## src/rtl/ramtest_pkg.sv

```systemverilog
// Shared constants, FSM encoding and LFSR step for the SDRAM BIST.
// Latency: n/a (package).
// Backpressure: n/a (package).
package ramtest_pkg;

    localparam int unsigned DEF_PAGE_WORDS = 512;

    // Galois form of x^16 + x^14 + x^13 + x^11 + 1 (right shift, taps at bit exp-1)
    localparam logic [15:0] LFSR_TAPS = 16'hB400;

    typedef enum logic [2:0] {
        S_IDLE   = 3'd0,
        S_WRITE  = 3'd1,
        S_WFLUSH = 3'd2,
        S_RSTP   = 3'd3,
        S_READ   = 3'd4,
        S_DONE   = 3'd5
    } state_t;

    function automatic logic [15:0] lfsr_next(input logic [15:0] q);
        lfsr_next = {1'b0, q[15:1]} ^ (q[0] ? LFSR_TAPS : 16'h0000);
    endfunction

    // An all-zero seed would lock the LFSR, so it is replaced by 1.
    function automatic logic [15:0] fix_seed(input logic [15:0] s);
        fix_seed = (s == 16'h0000) ? 16'h0001 : s;
    endfunction

endpackage

```

## src/rtl/ramtest_bist_lfsr16.sv

```systemverilog
// 16-bit Galois LFSR; q is the current pattern word.
// Latency: q advances on the edge after enable, load takes priority.
// Backpressure: none; the owner gates enable.
module lfsr16
    import ramtest_pkg::*;
(
    input  logic        ti_clk,
    input  logic        reset,
    input  logic        enable,
    input  logic        load,
    input  logic [15:0] seed,
    output logic [15:0] q
);

    always_ff @(posedge ti_clk) begin
        if (reset || load) begin
            q <= fix_seed(seed);
        end else if (enable) begin
            q <= lfsr_next(q);
        end
    end

endmodule

```

## src/rtl/ramtest_bist.sv

```systemverilog
// SDRAM path self-test: writes an LFSR pattern into PipeIn, reads PipeOut back and checks it.
// Latency: first write 1 cycle after start; compare lands 1 cycle after each read.
// Backpressure: writes stall on wf_full, reads stall on rf_empty; watchdog aborts a stuck run.
module ramtest_bist
    import ramtest_pkg::*;
#(
    parameter int unsigned PAGE_WORDS = DEF_PAGE_WORDS,
    parameter int unsigned PAGE_COUNT = 16,
    parameter logic [15:0] SEED       = 16'hACE1,
    parameter int unsigned RST_CYCLES = 16,
    parameter int unsigned TIMEOUT    = 65535
) (
    input  logic        ti_clk,
    input  logic        reset,
    input  logic        start,
    output logic        wf_wr_en,
    output logic [15:0] wf_din,
    input  logic        wf_full,
    input  logic [10:0] wf_wr_count,
    output logic        rf_rd_en,
    input  logic [15:0] rf_dout,
    input  logic        rf_empty,
    output logic        sdram_wren,
    output logic        sdram_rden,
    output logic        ctrl_rst,
    output logic        busy,
    output logic        done,
    output logic        pass,
    output logic        timeout,
    output logic [15:0] error_count,
    output logic [23:0] first_err_idx,
    output logic [15:0] first_err_exp,
    output logic [15:0] first_err_act
);

    localparam logic [63:0] TOTAL_W  = 64'(PAGE_WORDS) * 64'(PAGE_COUNT);
    localparam logic [23:0] TOTAL    = TOTAL_W[23:0];
    localparam int          WD_W     = (TIMEOUT < 2) ? 1 : $clog2(TIMEOUT);
    localparam logic [WD_W-1:0] WD_LAST  = WD_W'(TIMEOUT - 1);
    localparam logic [15:0]     RST_LAST = 16'(RST_CYCLES - 1);

    if (TOTAL_W == 64'd0 || TOTAL_W > 64'h0000_0000_00FF_FFFF) begin : g_total_range
        $error("ramtest_bist: PAGE_WORDS*PAGE_COUNT must lie in 1..2^24-1");
    end
    if (TIMEOUT == 0 || RST_CYCLES == 0 || RST_CYCLES > 65536) begin : g_param_range
        $error("ramtest_bist: TIMEOUT and RST_CYCLES must be non-zero");
    end

    state_t          state;
    logic [23:0]     wr_cnt;
    logic [23:0]     rd_cnt;
    logic [23:0]     rd_idx;
    logic            rd_pend;
    logic [WD_W-1:0] wd_cnt;
    logic [15:0]     rst_cnt;
    logic [15:0]     gen_q;
    logic [15:0]     chk_q;
    logic            lfsr_load;
    logic            mismatch;
    logic            progress;
    logic            wd_active;
    logic [15:0]     err_next;

    // Handshakes are combinational so wf_wr_en can never coincide with wf_full.
    assign wf_wr_en  = (state == S_WRITE) && !wf_full && (wr_cnt < TOTAL);
    assign rf_rd_en  = (state == S_READ) && !rf_empty && (rd_cnt < TOTAL);
    assign wf_din    = wf_wr_en ? gen_q : 16'h0000;
    assign lfsr_load = ((state == S_IDLE) || (state == S_DONE)) && start;

    assign mismatch  = rd_pend && (rf_dout != chk_q);
    assign err_next  = (mismatch && (error_count != 16'hFFFF)) ? error_count + 16'd1 : error_count;
    assign progress  = wf_wr_en || rf_rd_en || rd_pend;
    assign wd_active = (state == S_WRITE) || (state == S_WFLUSH) || (state == S_READ);

    lfsr16 u_gen (
        .ti_clk (ti_clk),
        .reset  (reset),
        .enable (wf_wr_en),
        .load   (lfsr_load),
        .seed   (SEED),
        .q      (gen_q)
    );

    lfsr16 u_chk (
        .ti_clk (ti_clk),
        .reset  (reset),
        .enable (rd_pend),
        .load   (lfsr_load),
        .seed   (SEED),
        .q      (chk_q)
    );

    always_ff @(posedge ti_clk) begin
        if (reset) begin
            state         <= S_IDLE;
            wr_cnt        <= '0;
            rd_cnt        <= '0;
            rd_idx        <= '0;
            rd_pend       <= 1'b0;
            wd_cnt        <= '0;
            rst_cnt       <= '0;
            sdram_wren    <= 1'b0;
            sdram_rden    <= 1'b0;
            ctrl_rst      <= 1'b0;
            busy          <= 1'b0;
            done          <= 1'b0;
            pass          <= 1'b0;
            timeout       <= 1'b0;
            error_count   <= '0;
            first_err_idx <= '0;
            first_err_exp <= '0;
            first_err_act <= '0;
        end else begin
            // Registered compare stage: rf_dout is valid the cycle after rf_rd_en.
            if (rd_pend) begin
                error_count <= err_next;
                if (mismatch && (error_count == 16'h0000)) begin
                    first_err_idx <= rd_idx;
                    first_err_exp <= chk_q;
                    first_err_act <= rf_dout;
                end
                rd_idx <= rd_idx + 24'd1;
            end
            rd_pend <= rf_rd_en;
            if (wf_wr_en) wr_cnt <= wr_cnt + 24'd1;
            if (rf_rd_en) rd_cnt <= rd_cnt + 24'd1;

            case (state)
                S_IDLE, S_DONE: begin
                    if (start) begin
                        state         <= S_WRITE;
                        sdram_wren    <= 1'b1;
                        busy          <= 1'b1;
                        done          <= 1'b0;
                        pass          <= 1'b0;
                        timeout       <= 1'b0;
                        error_count   <= '0;
                        first_err_idx <= '0;
                        first_err_exp <= '0;
                        first_err_act <= '0;
                        wr_cnt        <= '0;
                        rd_cnt        <= '0;
                        rd_idx        <= '0;
                        rd_pend       <= 1'b0;
                    end
                end
                S_WRITE: begin
                    if (wf_wr_en && (wr_cnt == TOTAL - 24'd1)) state <= S_WFLUSH;
                end
                S_WFLUSH: begin
                    if (wf_wr_count == 11'd0) begin
                        state      <= S_RSTP;
                        sdram_wren <= 1'b0;
                        ctrl_rst   <= 1'b1;
                        rst_cnt    <= '0;
                    end
                end
                S_RSTP: begin
                    if (rst_cnt == RST_LAST) begin
                        state      <= S_READ;
                        ctrl_rst   <= 1'b0;
                        sdram_rden <= 1'b1;
                    end else begin
                        rst_cnt <= rst_cnt + 16'd1;
                    end
                end
                S_READ: begin
                    if (rd_pend && (rd_idx == TOTAL - 24'd1)) begin
                        state      <= S_DONE;
                        sdram_rden <= 1'b0;
                        busy       <= 1'b0;
                        done       <= 1'b1;
                        pass       <= (err_next == 16'h0000);
                    end
                end
                default: state <= S_IDLE;
            endcase

            // Watchdog overrides any transition decided above.
            if (wd_active) begin
                if (progress) begin
                    wd_cnt <= '0;
                end else if (wd_cnt == WD_LAST) begin
                    state      <= S_DONE;
                    sdram_wren <= 1'b0;
                    sdram_rden <= 1'b0;
                    ctrl_rst   <= 1'b0;
                    busy       <= 1'b0;
                    done       <= 1'b1;
                    pass       <= 1'b0;
                    timeout    <= 1'b1;
                    wd_cnt     <= '0;
                end else begin
                    wd_cnt <= wd_cnt + 1'b1;
                end
            end else begin
                wd_cnt <= '0;
            end
        end
    end

endmodule

```

## config.mk

```make
export PLATFORM = sky130hd
export DESIGN_NAME = ramtest_bist
export DESIGN_NICKNAME = d
export VERILOG_FILES = /design/src/rtl/ramtest_pkg.sv /design/src/rtl/ramtest_bist_lfsr16.sv /design/src/rtl/ramtest_bist.sv
export SDC_FILE = /design/constraint.sdc
export NUM_CORES = 1
export LEC_CHECK = 0
export BUFFER_PORTS_ARGS = -buffer_cell sky130_fd_sc_hd__buf_2
export CELL_PAD_IN_SITES_DETAIL_PLACEMENT = 0
export CELL_PAD_IN_SITES_GLOBAL_PLACEMENT = 1
export CORE_MARGIN = 4
export CORE_UTILIZATION = 40
export DETAILED_ROUTE_END_ITERATION = 16
export PLACE_DENSITY_LB_ADDON = 0.1
export SYNTH_ARGS = -nofsm -noshare
export SYNTH_HDL_FRONTEND = slang
export SYNTH_HIERARCHICAL = 1
export SYNTH_SLANG_ARGS = --single-unit
```

## constraint.sdc

```tcl
create_clock -name ti_clk -period 2.7 [get_ports ti_clk]
set_input_delay 0.135 -clock ti_clk [delete_from_list [all_inputs] [get_ports ti_clk]]
set_output_delay 0.135 -clock ti_clk [all_outputs]
set_load 0.05 [all_outputs]
```

Word-level counts from Yosys, hierarchy flattened --
Cells that the tools add are included. Widths: inputs -> output; s select.
Word-level totals: register bits after elaboration 219, word-level logic and storage cells 153, output and inout bits 97
Operators by class: $add $sub $neg 6, $lt $le $gt $ge 2, multiplexer cells 83, reduce and logical (&&, ||, !) cells 26, equality and inequality tests 13, bitwise operators 3
Operators by type and width (number):
- $mux 24 | 13
- $mux 16 | 17
- $add 24x1->24 const B | 3
- $add 16x1->16 const B | 3
- $eq 24x13->1 const B | 2
- $lt 24x14->1 const B | 2
- $mux 1 | 37
- $logic_not 16->1 | 2
- $pmux 16 s2 | 1
- $xor 15x16->16 | 2
- $mux 3 | 8
- $eq 16x16->1 const B | 1
- $eq 16x4->1 const B | 1
- $ne 16x16->1 | 1
- $ne 16x16->1 const B | 1
- $pmux 3 s5 | 1
- $pmux 1 s2 | 6
- $logic_not 11->1 | 1
- $logic_and 1x1->1 | 10
- $eq 3x2->1 const B | 2
- $eq 3x3->1 const B | 2
- $logic_or 1x1->1 | 6
- $reduce_or 4->1 | 1
- $eq 3x1->1 const B | 1
- 8 further kinds | 9

Depth between registers and ports, before layout --
Gate-level depths: netlist of the first run.
depth after elaboration 10, gate-level depth with buffers 9

By module --
Netlist of the first run, hierarchy kept.
Modules (own cells, without submodules):
- ramtest_bist | times used 1, cells an instance 963, seq. area each 3743.6 um^2, area each 8075.2 um^2
- lfsr16 | times used 2, cells an instance 48, seq. area each 480.5 um^2, area each 758.2 um^2

Worst setup path after synthesis of the first run --
OpenSTA, ideal clock, no wires.
path type register to register, start point register state[2], end point register u_gen.q[0], enable pin, clock period less this slack 2394 ps, path slack 306 ps, cell stages (with the launch flop) 7, arrival 2062 ps, required time 2368 ps, cells stage by stage dfxtp_1 -> buf_2 -> nor4b_1 -> nand4_1 -> inv_1 -> clkbuf_1 -> or3_2
On the way: elaborated cells on any way between the ends 8, classes of those cells eq/ne: 2; reduce/logical: 6
RTL lines:
- start: declaration | RTL line ramtest_bist.sv:49 | state_t state;
- start signal: assignment | RTL line ramtest_bist.sv:95 | state <= S_IDLE;
- start signal: assignment | RTL line ramtest_bist.sv:131 | state <= S_WRITE;
- start signal: assignment | RTL line ramtest_bist.sv:148 | if (wf_wr_en && (wr_cnt == TOTAL - 24'd1)) state <= S_WFLUSH;
- $eq 3x1->1 | RTL line ramtest_bist.sv:65 | assign wf_wr_en = (state == S_WRITE) && !wf_full && (wr_cnt < TOTAL);
- $logic_and 1x1->1 (2 in series) | RTL line ramtest_bist.sv:65
- via wf_wr_en | RTL line ramtest_bist.sv:16 | output logic wf_wr_en,
- end signal: assignment | RTL line ramtest_bist_lfsr16.sv:17 | q <= fix_seed(seed);
- end signal: assignment | RTL line ramtest_bist_lfsr16.sv:19 | q <= lfsr_next(q);
- end: declaration | RTL line ramtest_bist_lfsr16.sv:12 | output logic [15:0] q
The timed path passes the listed nets, and every way through them passes these cells. A chain may end at the register's enable or synchronous reset.

Worst setup path after layout of the first run --
start point register error_count[6], end point register pass
On the way: cells in the longest elaborated chain, start to end 9, elaborated cells on any way between the ends 10, classes of those cells add/sub: 1; eq/ne: 1; mux: 6; reduce/logical: 2
Ends and longest elaborated chain:
- start: declaration | RTL line ramtest_bist.sv:30 | output logic [15:0] error_count,
- start signal: assignment | RTL line ramtest_bist.sv:116 | error_count <= err_next;
- branches (longest 2 deep; another with $add 16x1->16)
- $mux 16 * | RTL line ramtest_bist.sv:71 | assign err_next = (mismatch && (error_count != 16'hFFFF)) ? error_count + 16'd1 : error_count;
- $logic_not 16->1 * | RTL line ramtest_bist.sv:173 | pass <= (err_next == 16'h0000);
- $mux 1 * | RTL line ramtest_bist.sv:168 | if (rd_pend && (rd_idx == TOTAL - 24'd1)) begin
- $pmux 1 s2 * | RTL line ramtest_bist.sv:128 | case (state)
- $mux 1 | RTL line ramtest_bist.sv:183 | end else if (wd_cnt == WD_LAST) begin
- $mux 1 | RTL line ramtest_bist.sv:181 | if (progress) begin
- $mux 1 * | RTL line ramtest_bist.sv:180 | if (wd_active) begin
- end signal: assignment | RTL line ramtest_bist.sv:173
- end: declaration | RTL line ramtest_bist.sv:28 | output logic pass,
Every way passes the cells marked *.

==> flow_metrics.py, run 1 <==
metrics = {
    "worst_hold_path": {
        "min_to": "state[2]$_SDFF_PP0_",
        "hp-class": "in2reg",
        "hold-path-cell-count": 4,
        "min_from": "start",
    },
    "floorplan": {
        "start_util": 0.407,
        "die_area_mm2": 0.0265,
        "die_x_um": 163,
        "ios": 129,
        "rows": 56,
        "die_h_um": 163,
        "core-area_mm2": 0.0235,
    },
    "worst_setup_path": {
        "regToRegSetupSlack_ns": 0.28,
        "crit_required_ns": 3.15,
        "rr_endpoint": "pass$_SDFF_PP0_",
        "start_kind": "flip-flop",
        "r2r-start": "error_count[6]$_SDFF_PP0_",
        "crit_type": "reg2reg",
        "rr_worst_depth": 7,
        "endpoint_kind": "flip-flop",
        "cp.arrival_ns": 2.88,
        "cp_max_fo": 7,
    },
    "cells_and_area": {
        "final_cell_mix": "dfxtp_1 (186), nand2_1 (175), buf_2 (128)",
        "syn_to_final_growth_pct": 23.7,
        "final_area_mm2": 0.0119,
        "drive_gt1_frac": 0.187,
        "layout_commonest_cell": "dfxtp_1",
        "num-nets-final": 1308,
        "antenna_cells": 0,
        "final_core_util": 0.504,
    },
    "clock_network": {
        "clk_latency_ns": 0.52,
        "cts_sinks": 219,
        "cts_buffer_depth": 3,
        "cts_tree": "done",
        "htree_levels": 1,
        "root_buffer": "clkbuf_16",
        "numCtsBuffers": 25,
        "clk_pin_slew_ns": 0.06,
    },
    "logic_synthesis": {
        "syn_area_per_cell_um2": 9.06,
        "synth_fa_ha_area_frac": 0.0104,
        "ys_seq_area_frac": 0.490,
        "synth_top_family_by_area": "simple AND/OR/NAND/NOR gates",
        "synth_mux_area_frac": 0.0337,
        "ys_warn_count": 6,
        "syn_area_mm2": 0.00959,
        "synth_cell_types": 58,
        "synth-compound-area-share": 0.0715,
        "synth_edf_count": 32,
        "netlist_instances": 1059,
        "synthXorXnorAreaFrac": 0.0986,
        "ys_ff_latch": 219,
        "yosys.area_share.simple": 0.264,
        "synthArstFlopShare": 0,
        "synthFlopType": "dfxtp_1",
    },
    "global_route": {
        "busiest_layer": "met2",
        "antenna_found_initial": 0,
        "grt_pass1_wl_mm": 38.0,
        "grt_max_degree": 45,
        "grt_pass1_vias": 7436,
        "grt-ovfl-total": 0,
        "grt_use_met3": 0.0329,
        "grtUsageMet2": 0.274,
        "use_met1": 0.240,
        "grt_usage": 0.172,
    },
    "sta": {
        "period_minus_slack_ns": 2.42,
        "rsz0062_at_grt": "false",
        "setup-tns-final_ns": 0,
        "max_freq_ghz": 0.412,
        "finalSetupViolations": 0,
        "maxSlewViolCount": 0,
        "min_period_over_period": 0.898,
        "hold_viol_final": 0,
        "worstMarginPinSlew_ns": 0.571,
        "fin_ws_ns": 0.275,
        "slew_headroom": 0.618,
        "clock_skew_ns": 0.0148,
    },
    "placed_design": {
        "placed_area_mm2": 0.0108,
        "post-dp-hpwl_mm": 15.7,
        "dp_worst_setup_slack_ns": 0.199,
        "io_buffers": 128,
        "gp_congestion": 0.851,
    },
    "power": {
        "total_power_mw": 7.27,
        "powerDensity_mw_per_mm2": 613,
        "leakagePower_nw": 4.70,
        "max-vdd-ir-drop_uv": 431,
    },
    "detailed_routing": {
        "drt_iter0_markers": 349,
        "antenna_left": 0,
        "drc": 0,
        "vias": 7677,
        "wl_per_cell_um": 14.2,
        "vias_per_cell": 4.79,
        "routed_wl_mm": 22.8,
        "firstDrtPassIters": 4,
    },
    "job": {
        "maxCapViolations": 0,
    },
    "run_status": {
        "status": "finished, final reports clean",
    },
}
what timing repair did:
item	CTS	global route
endpoints found under the setup margin	16	23
gates resized for setup	1	3
hold buffers	16	0
hold endpoints to repair	16	0
buffers inserted	0	3
pin swaps	0	1
power by group:
group	total, mW	internal, mW	switching [mW]
Combinational	0.453	0.178	0.276
Sequential	3.46	3.40	0.0603
Clock	3.36	2.01	1.35
cell type report:
cell class              instances  area, um^2
clock buffers                  32         734
flip-flops and latches        219        4710
repair buffers                171        1030
clock inverters                12        96.3
well taps                     319         399
inverters                      13        48.8
multi-input cells             838        4850
fillers                      2336       11700
cells by family (layout without fill, tap and decap cells):
| logic type | after synthesis | count (layout) |
|---|---|---|
| flip-flops | 219 | 219 |
| AO/OA/AOI/OAI | 121 | 121 |
| other | 2 | 64 |
| AND/OR/NAND/NOR | 510 | 510 |
| XOR/XNOR | 108 | 108 |
| multiplexers | 27 | 27 |
| buffers and inverters | 64 | 228 |
| adder cells (fa/ha/maj) | 8 | 8 |
synth_stat cells (2+ instances only):
| cell type | count | area share |
|---|---|---|
| nor4b_1 | 2 | 0.0018 |
| nand3b_1 | 2 | 0.0016 |
| a211o_1 | 4 | 0.0037 |
| mux2i_1 | 3 | 0.0031 |
| nor2b_1 | 4 | 0.0026 |
| and4_1 | 14 | 0.013 |
| nor3_1 | 13 | 0.0068 |
| nand2_1 | 175 | 0.068 |
| nand3_1 | 28 | 0.015 |
| ha_1 | 8 | 0.010 |
| a41oi_1 | 4 | 0.0037 |
| conb_1 | 2 | 0.00078 |
| and3_1 | 17 | 0.011 |
| a21oi_1 | 83 | 0.043 |
| or3_2 | 2 | 0.0016 |
| buf_8 | 2 | 0.0031 |
| and2_1 | 44 | 0.029 |
| buf_1 | 3 | 0.0012 |
| inv_1 | 13 | 0.0051 |
| o21ai_0 | 15 | 0.0078 |
| buf_2 | 17 | 0.0089 |
| o31ai_1 | 3 | 0.0023 |
| nor3b_1 | 4 | 0.0031 |
| nor4_1 | 26 | 0.017 |
| mux2_2 | 18 | 0.021 |
| nand4_1 | 33 | 0.022 |
| nor2_4 | 2 | 0.0023 |
| or3_1 | 9 | 0.0059 |
| nand4_2 | 3 | 0.0039 |
| clkbuf_1 | 27 | 0.011 |
| mux2_4 | 6 | 0.0094 |
| edfxtp_1 | 32 | 0.10 |
| dfxtp_1 | 187 | 0.39 |
| a22oi_1 | 3 | 0.0023 |
| o2111ai_1 | 2 | 0.0018 |
| nor2_1 | 117 | 0.046 |
| nand2b_1 | 5 | 0.0033 |
| xor2_1 | 76 | 0.069 |
| xnor2_1 | 32 | 0.029 |
layer usage:
layer | wire length (um) | share of wire | vias up
li1 | - | - | 3982
met1 | 11000 | 0.48 | 3531
met2 | 10200 | 0.45 | 127
met3 | 1110 | 0.049 | 37
met4 | 515 | 0.023 | 0
met5 | 0 | 0 | -
flip-flops by register name, summed over array words and instances, names as in the netlist, 3 cells and up:
signal / cells
rd_idx: 24
first_err_idx: 24
first_err_act: 16
state: 3
error_count: 16
u_chk/q: 16
u_gen/q: 16
rd_cnt: 24
first_err_exp: 16
rst_cnt: 16
wd_cnt: 16
wr_cnt: 24
per-stage QoR:
step	hold WS [ns]	instances
2_1_floorplan	0.275	1121
3_3_place_gp	0.409	1541
3_5_place_dp	0.412	1541
4_1_cts	0.00764	1601
5_1_grt	0.0488	1604
6_report	0.0291	1604
critical path: stages (launching register included):
cell and delay [ns]:
dfxtp_1 0.55, nand4_2 0.26, nor4_4 0.45, nand2_1 0.14
a211o_1 0.28, a2111oi_2 0.36, nand4_1 0.22, nand2_1 0.11
worst max path at each step:
stage	startpoint	endpoint	slack [ns]	depth (start not counted)
floorplan	state[2]$_SDFF_PP0_	u_gen/q[0]$_DFFE_PP_	0.31	6
global placement	state[2]$_SDFF_PP0_	rd_cnt[9]$_SDFF_PP0_	0.23	8
detailed placement	u_chk/q[0]$_DFFE_PP_	pass$_SDFF_PP0_	0.20	8
CTS	state[2]$_SDFF_PP0_	wf_din[1]	0.007	6
global route	u_chk/q[1]$_DFFE_PP_	pass$_SDFF_PP0_	0.07	8
finish	error_count[6]$_SDFF_PP0_	pass$_SDFF_PP0_	0.28	7
No activity file was read; power rests on OpenSTA's default activity.
==> run 2, diff against run 1 <==
==> constraint.sdc (replaced) <==
create_clock -name ti_clk -period 2.49 [get_ports ti_clk]
set_input_delay 0.1245 -clock ti_clk [delete_from_list [all_inputs] [get_ports ti_clk]]
set_output_delay 0.1245 -clock ti_clk [all_outputs]
set_load 0.05 [all_outputs]
==> flow_metrics.py, run 2 (synthesized netlist as in run 1, its figures left out) <==
metrics = {
    "run_status": {
        "status": "finished, final reports clean",
    },
    "sta": {
        "clock_skew_ns": 0.0139,
        "slew_headroom": 0.274,
        "period_minus_slack_ns": 2.33,
        "finalSetupViolations": 0,
        "maxSlewViolCount": 0,
        "worstMarginPinSlew_ns": 1.08,
        "min_period_over_period": 0.935,
        "max_freq_ghz": 0.430,
        "hold_viol_final": 0,
        "fin_ws_ns": 0.163,
    },
    "global_route": {
        "use_met1": 0.237,
        "grt_use_met3": 0.0296,
        "grt_max_degree": 47,
        "grtUsageMet2": 0.269,
        "busiest_layer": "met2",
        "grt_pass1_vias": 7242,
        "antenna_found_initial": 0,
        "grt_pass1_wl_mm": 37.3,
        "grt_usage": 0.168,
        "grt-ovfl-total": 0,
    },
    "clock_network": {
        "cts_tree": "done",
        "clk_pin_slew_ns": 0.06,
        "root_buffer": "clkbuf_16",
        "htree_levels": 1,
        "cts_sinks": 219,
        "numCtsBuffers": 25,
        "clk_latency_ns": 0.52,
        "cts_buffer_depth": 3,
    },
    "worst_setup_path": {
        "slowest_stage": "edfxtp_1",
        "path_buf_inv": 0,
        "endpoint_kind": "flip-flop",
        "crit_type": "reg2reg",
        "cp_max_fo": 3,
        "cpPeakStageDelay_ns": 0.45,
        "start_kind": "flip-flop",
        "cp.arrival_ns": 2.79,
        "crit_chain": "xor2_1 > nor4_1 > a41oi_2 > a211o_1 > a2111oi_2 > nand4_1 > nand2_1",
        "path_delay_family": "compound AO/OA/AOI/OAI gates",
        "crit_required_ns": 2.95,
    },
    "power": {
        "p_int_mw": 6.11,
        "powerDensity_mw_per_mm2": 659,
        "seqPwrFrac": 0.472,
        "p_clk_frac": 0.464,
        "combPwrFrac": 0.064,
        "max-vdd-ir-drop_uv": 465,
        "total_power_mw": 7.94,
        "switching_share": 0.230,
        "leakagePower_nw": 4.81,
        "power_switching_mw": 1.83,
    },
    "floorplan": {
        "die_x_um": 163,
        "ios": 129,
        "core-area_mm2": 0.0235,
        "die_area_mm2": 0.0265,
        "rows": 56,
        "die_h_um": 163,
        "start_util": 0.407,
    },
    "detailed_routing": {
        "vias": 7661,
        "wl_per_cell_um": 14.0,
        "antenna_left": 0,
        "drc": 0,
        "vias_per_cell": 4.72,
        "drt_iter0_markers": 312,
        "firstDrtPassIters": 6,
        "routed_wl_mm": 22.7,
    },
    "job": {
        "maxCapViolations": 0,
    },
    "placed_design": {
        "io_buffers": 128,
        "placed_area_mm2": 0.0110,
        "post-dp-hpwl_mm": 15.8,
        "dp.cells": 1560,
        "dp_worst_setup_slack_ns": 0.0303,
        "gp_congestion": 0.891,
    },
    "cells_and_area": {
        "final_cell_mix": "dfxtp_1 (187), nand2_1 (175), buf_2 (121)",
        "drive_gt1_frac": 0.199,
        "num-nets-final": 1325,
        "layout_commonest_cell": "dfxtp_1",
        "antenna_cells": 0,
        "syn_to_final_growth_pct": 25.6,
        "stdcell_count": 1623,
        "final_area_mm2": 0.0120,
        "final_core_util": 0.512,
    },
    "worst_hold_path": {
        "hp-class": "in2reg",
    },
}
==> run 2: cell count changes in the layout (fill, tap and decap cells not counted), moves of 2 or more <==
cell / before / now
buf_4: 25 / 39
buf_2: 128 / 121
clkbuf_4: 0 / 7
clkinv_2: 3 / 9
clkinv_1: 3 / 0
clkbuf_16: 27 / 25
clkbuf_8: 4 / 6
==> run 2: what timing repair did <==
| item | in CTS | in global routing |
|---|---|---|
| hold endpoints to repair | 17 | 0 |
| setup endpoints to repair | 16 | 40 |
| hold buffers | 17 | 0 |
| gates resized for setup | 1 | 10 |
| setup buffers | 0 | 0 |
| cloned | 0 | 0 |
==> run 2: cell type report <==
cell class              count  area, um^2
inverters                  13        48.8
clock buffers              32         712
multi-input cells         838        4860
flip-flops and latches    219        4700
repair buffers            188        1190
clock inverters            14         129
fillers                  2262       11500
well taps                 319         399
==> run 2: final timing paths <==
check | from | to | slack [ns] | depth (start not counted)
max reg2reg | u_chk/q[9]$_DFFE_PP_ | pass$_SDFF_PP0_ | 0.16 | 7
min reg2reg | first_err_idx[19]$_SDFF_PP0_ | first_err_idx[19]$_SDFF_PP0_ | 0.45 | 2
min | rf_empty | rd_pend$_SDFF_PP0_ | 0.02 | 5
max | u_chk/q[9]$_DFFE_PP_ | pass$_SDFF_PP0_ | 0.16 | 7
==> run 2: worst min-delay path, stage by stage <==
cell     delay, ns
buf_2         0.07
nor4_1        0.04
nand4_1       0.10
buf_4         0.12
nor2_1        0.04
==> run 2: layer usage <==
layer / wire length (um) / part of all wire
met5: 0 / 0
met3: 1120 / 0.050
met1: 11000 / 0.49
met4: 343 / 0.015
met2: 10200 / 0.45
==> run 2: power by group through the flow <==
stage | clock network, mW | registers (mW) | logic, mW
after global routing | 3.95 | 3.75 | 0.555
after detailed placement | 0 | 3.82 | 0.481
after floorplan | 0 | 3.81 | 0.332
after CTS | 3.80 | 3.74 | 0.503
after global placement | 0 | 3.82 | 0.480
final | 3.69 | 3.74 | 0.508
==> run 2: through the flow <==
stage	TNS (ns)	hold slack [ns]
detailed placement	0	0.403
finish	0	0.0230
floorplan	0	0.265
global placement	0	0.397
CTS	0	0.0112
global route	-0.00752	0.0308
==> run 3, diff against run 2 <==
--- a/config.mk
+++ b/config.mk
@@ -11,7 +11,10 @@
 export CORE_MARGIN = 4
 export CORE_UTILIZATION = 40
 export DETAILED_ROUTE_END_ITERATION = 16
+export HOLD_SLACK_MARGIN = 0.08
 export PLACE_DENSITY_LB_ADDON = 0.1
+export RECOVER_POWER = 25
+export REMOVE_ABC_BUFFERS = 1
 export SYNTH_ARGS = -nofsm -noshare
 export SYNTH_HDL_FRONTEND = slang
 export SYNTH_HIERARCHICAL = 1
==> flow_metrics.py, run 3 (synthesized netlist as in run 1, its figures left out) <==
metrics = {
    "run_status": {
        "status": "finished, final reports clean",
    },
    "floorplan": {
        "die_area_mm2": 0.0265,
        "core-area_mm2": 0.0235,
        "start_util": 0.407,
        "die_x_um": 163,
        "die_h_um": 163,
        "ios": 129,
        "rows": 56,
    },
    "sta": {
        "min_period_over_period": 0.957,
        "whs_ns": 0.166,
        "setup-tns-final_ns": 0,
        "max_freq_ghz": 0.420,
        "maxSlewViolCount": 0,
        "hold_viol_final": 0,
        "worstMarginPinSlew_ns": 0.990,
        "finalSetupViolations": 0,
        "slew_headroom": 0.340,
        "period_minus_slack_ns": 2.38,
        "clock_skew_ns": 0.0148,
    },
    "power": {
        "p_int_mw": 6.18,
        "max-vdd-ir-drop_uv": 516,
        "seqPwrFrac": 0.467,
        "p_clk_frac": 0.468,
        "combPwrFrac": 0.065,
        "powerDensity_mw_per_mm2": 664,
        "leakagePower_nw": 4.49,
        "power_switching_mw": 1.84,
        "switching_share": 0.230,
        "total_power_mw": 8.02,
    },
    "clock_network": {
        "cts_tree": "done",
        "cts_buffer_depth": 3,
        "clk_latency_ns": 0.52,
        "htree_levels": 1,
        "numCtsBuffers": 26,
        "cts_sinks": 219,
        "clk_pin_slew_ns": 0.06,
        "root_buffer": "clkbuf_16",
    },
    "detailed_routing": {
        "vias": 7782,
        "firstDrtPassIters": 4,
        "antenna_left": 0,
        "routed_wl_mm": 23.5,
        "drt_iter0_markers": 408,
        "drc": 0,
        "vias_per_cell": 4.79,
        "wl_per_cell_um": 14.5,
    },
    "global_route": {
        "grt_pass1_vias": 7446,
        "grt_max_degree": 64,
        "antenna_found_initial": 0,
        "grt_pass1_wl_mm": 38.6,
        "grt-ovfl-total": 0,
        "grt_usage": 0.174,
    },
    "cells_and_area": {
        "drive_gt1_frac": 0.139,
        "multi_input_area_mm2": 0.00489,
        "seq_area_mm2": 0.00471,
        "fillers": 2335,
        "num-nets-final": 1330,
        "layout_commonest_cell": "dfxtp_1",
        "antenna_cells": 0,
        "syn_to_final_growth_pct": 25.8,
        "final_area_mm2": 0.0121,
        "final_cell_mix": "dfxtp_1 (185), nand2_1 (175), nor2_1 (116)",
    },
    "worst_setup_path": {
        "crit_type": "reg2out",
        "cp.arrival_ns": 2.26,
        "crit_chain": "nor4_1 > nand4_1 > inv_2 > buf_4 > buf_4 > and2_1 > buf_2",
        "start_kind": "flip-flop",
        "crit_top_cell": "buf_4",
        "endpoint_kind": "output pin",
        "cpPeakStageDelay_ns": 0.38,
        "crit_required_ns": 2.37,
        "slowest_stage": "nor4_1",
        "cp_max_fo": 16,
    },
    "placed_design": {
        "io_buffers": 128,
        "post-dp-hpwl_mm": 16.1,
        "placed_area_mm2": 0.0110,
        "gp_congestion": 0.870,
    },
    "worst_hold_path": {
        "hp-class": "in2reg",
    },
    "job": {
        "maxCapViolations": 0,
    },
}
-- run 3: final timing paths --
kind | cells past startpoint | slack, ns | end | from
worst max-delay path | 7 | 0.11 | wf_din[6] | wr_cnt[23]$_SDFF_PP0_
worst min-delay path | 6 | 0.17 | sdram_wren$_SDFF_PP0_ | wf_wr_count[10]
worst max register to register | 9 | 0.15 | rst_cnt[14]$_SDFFE_PP0P_ | state[0]$_SDFF_PP0_
worst min register to register | 2 | 0.45 | first_err_idx[10]$_SDFF_PP0_ | first_err_idx[10]$_SDFF_PP0_
-- run 3: timing repair --
action,4_1_cts,5_1_grt
hold buffers,22,0
gates resized for setup,8,20
cloned,0,0
hold endpoints to repair,21,0
endpoints found under the setup margin,16,52
buffers inserted,1,1
pin swaps,1,2
-- run 3: power groups by stage --
stage          clock, mW  sequential [mW]  combinational (mW)
2_1_floorplan          0             3.81               0.303
3_3_place_gp           0             3.82               0.481
3_5_place_dp           0             3.82               0.482
4_1_cts             3.87             3.74               0.516
5_1_grt             4.03             3.75               0.574
6_report            3.75             3.74               0.521
-- run 3: worst max-delay path: cells and delay by family, from the launching register on --
| kind | cells | cell delay (ns) |
|---|---|---|
| buffers and inverters | 4 | 0.70 |
| flip-flops | 1 | 0.31 |
| AND/OR/NAND/NOR | 3 | 0.72 |
-- run 3: routing by layer --
metal  wire length, um  track usage  vias to the layer above  share of wire
li1                  -            -                     4026              -
met1             11700        0.254                     3572           0.50
met2             10100        0.266                      143           0.43
met3              1250       0.0357                       41          0.053
met4               520       0.0446                        0          0.022
met5                 0            0                        -              0
-- run 3: through the flow --
stage                     std cells  setup WS [ns]   util
after detailed placement       1557         0.0471  0.468
after global placement         1557          0.141  0.468
final                          1625          0.106  0.513
after floorplan                1070          -1.76      -
after global routing           1625        -0.0126  0.513
after CTS                      1624       0.000502  0.514
-- run 3: final cells by class --
type | count | share of cell area
clock buffers | 34 | 0.0615
repair buffers | 192 | 0.0981
flip-flops and latches | 219 | 0.390
well taps | 319 | 0.0331
clock inverters | 10 | 0.00840
multi-input cells | 838 | 0.405
inverters | 13 | 0.00404
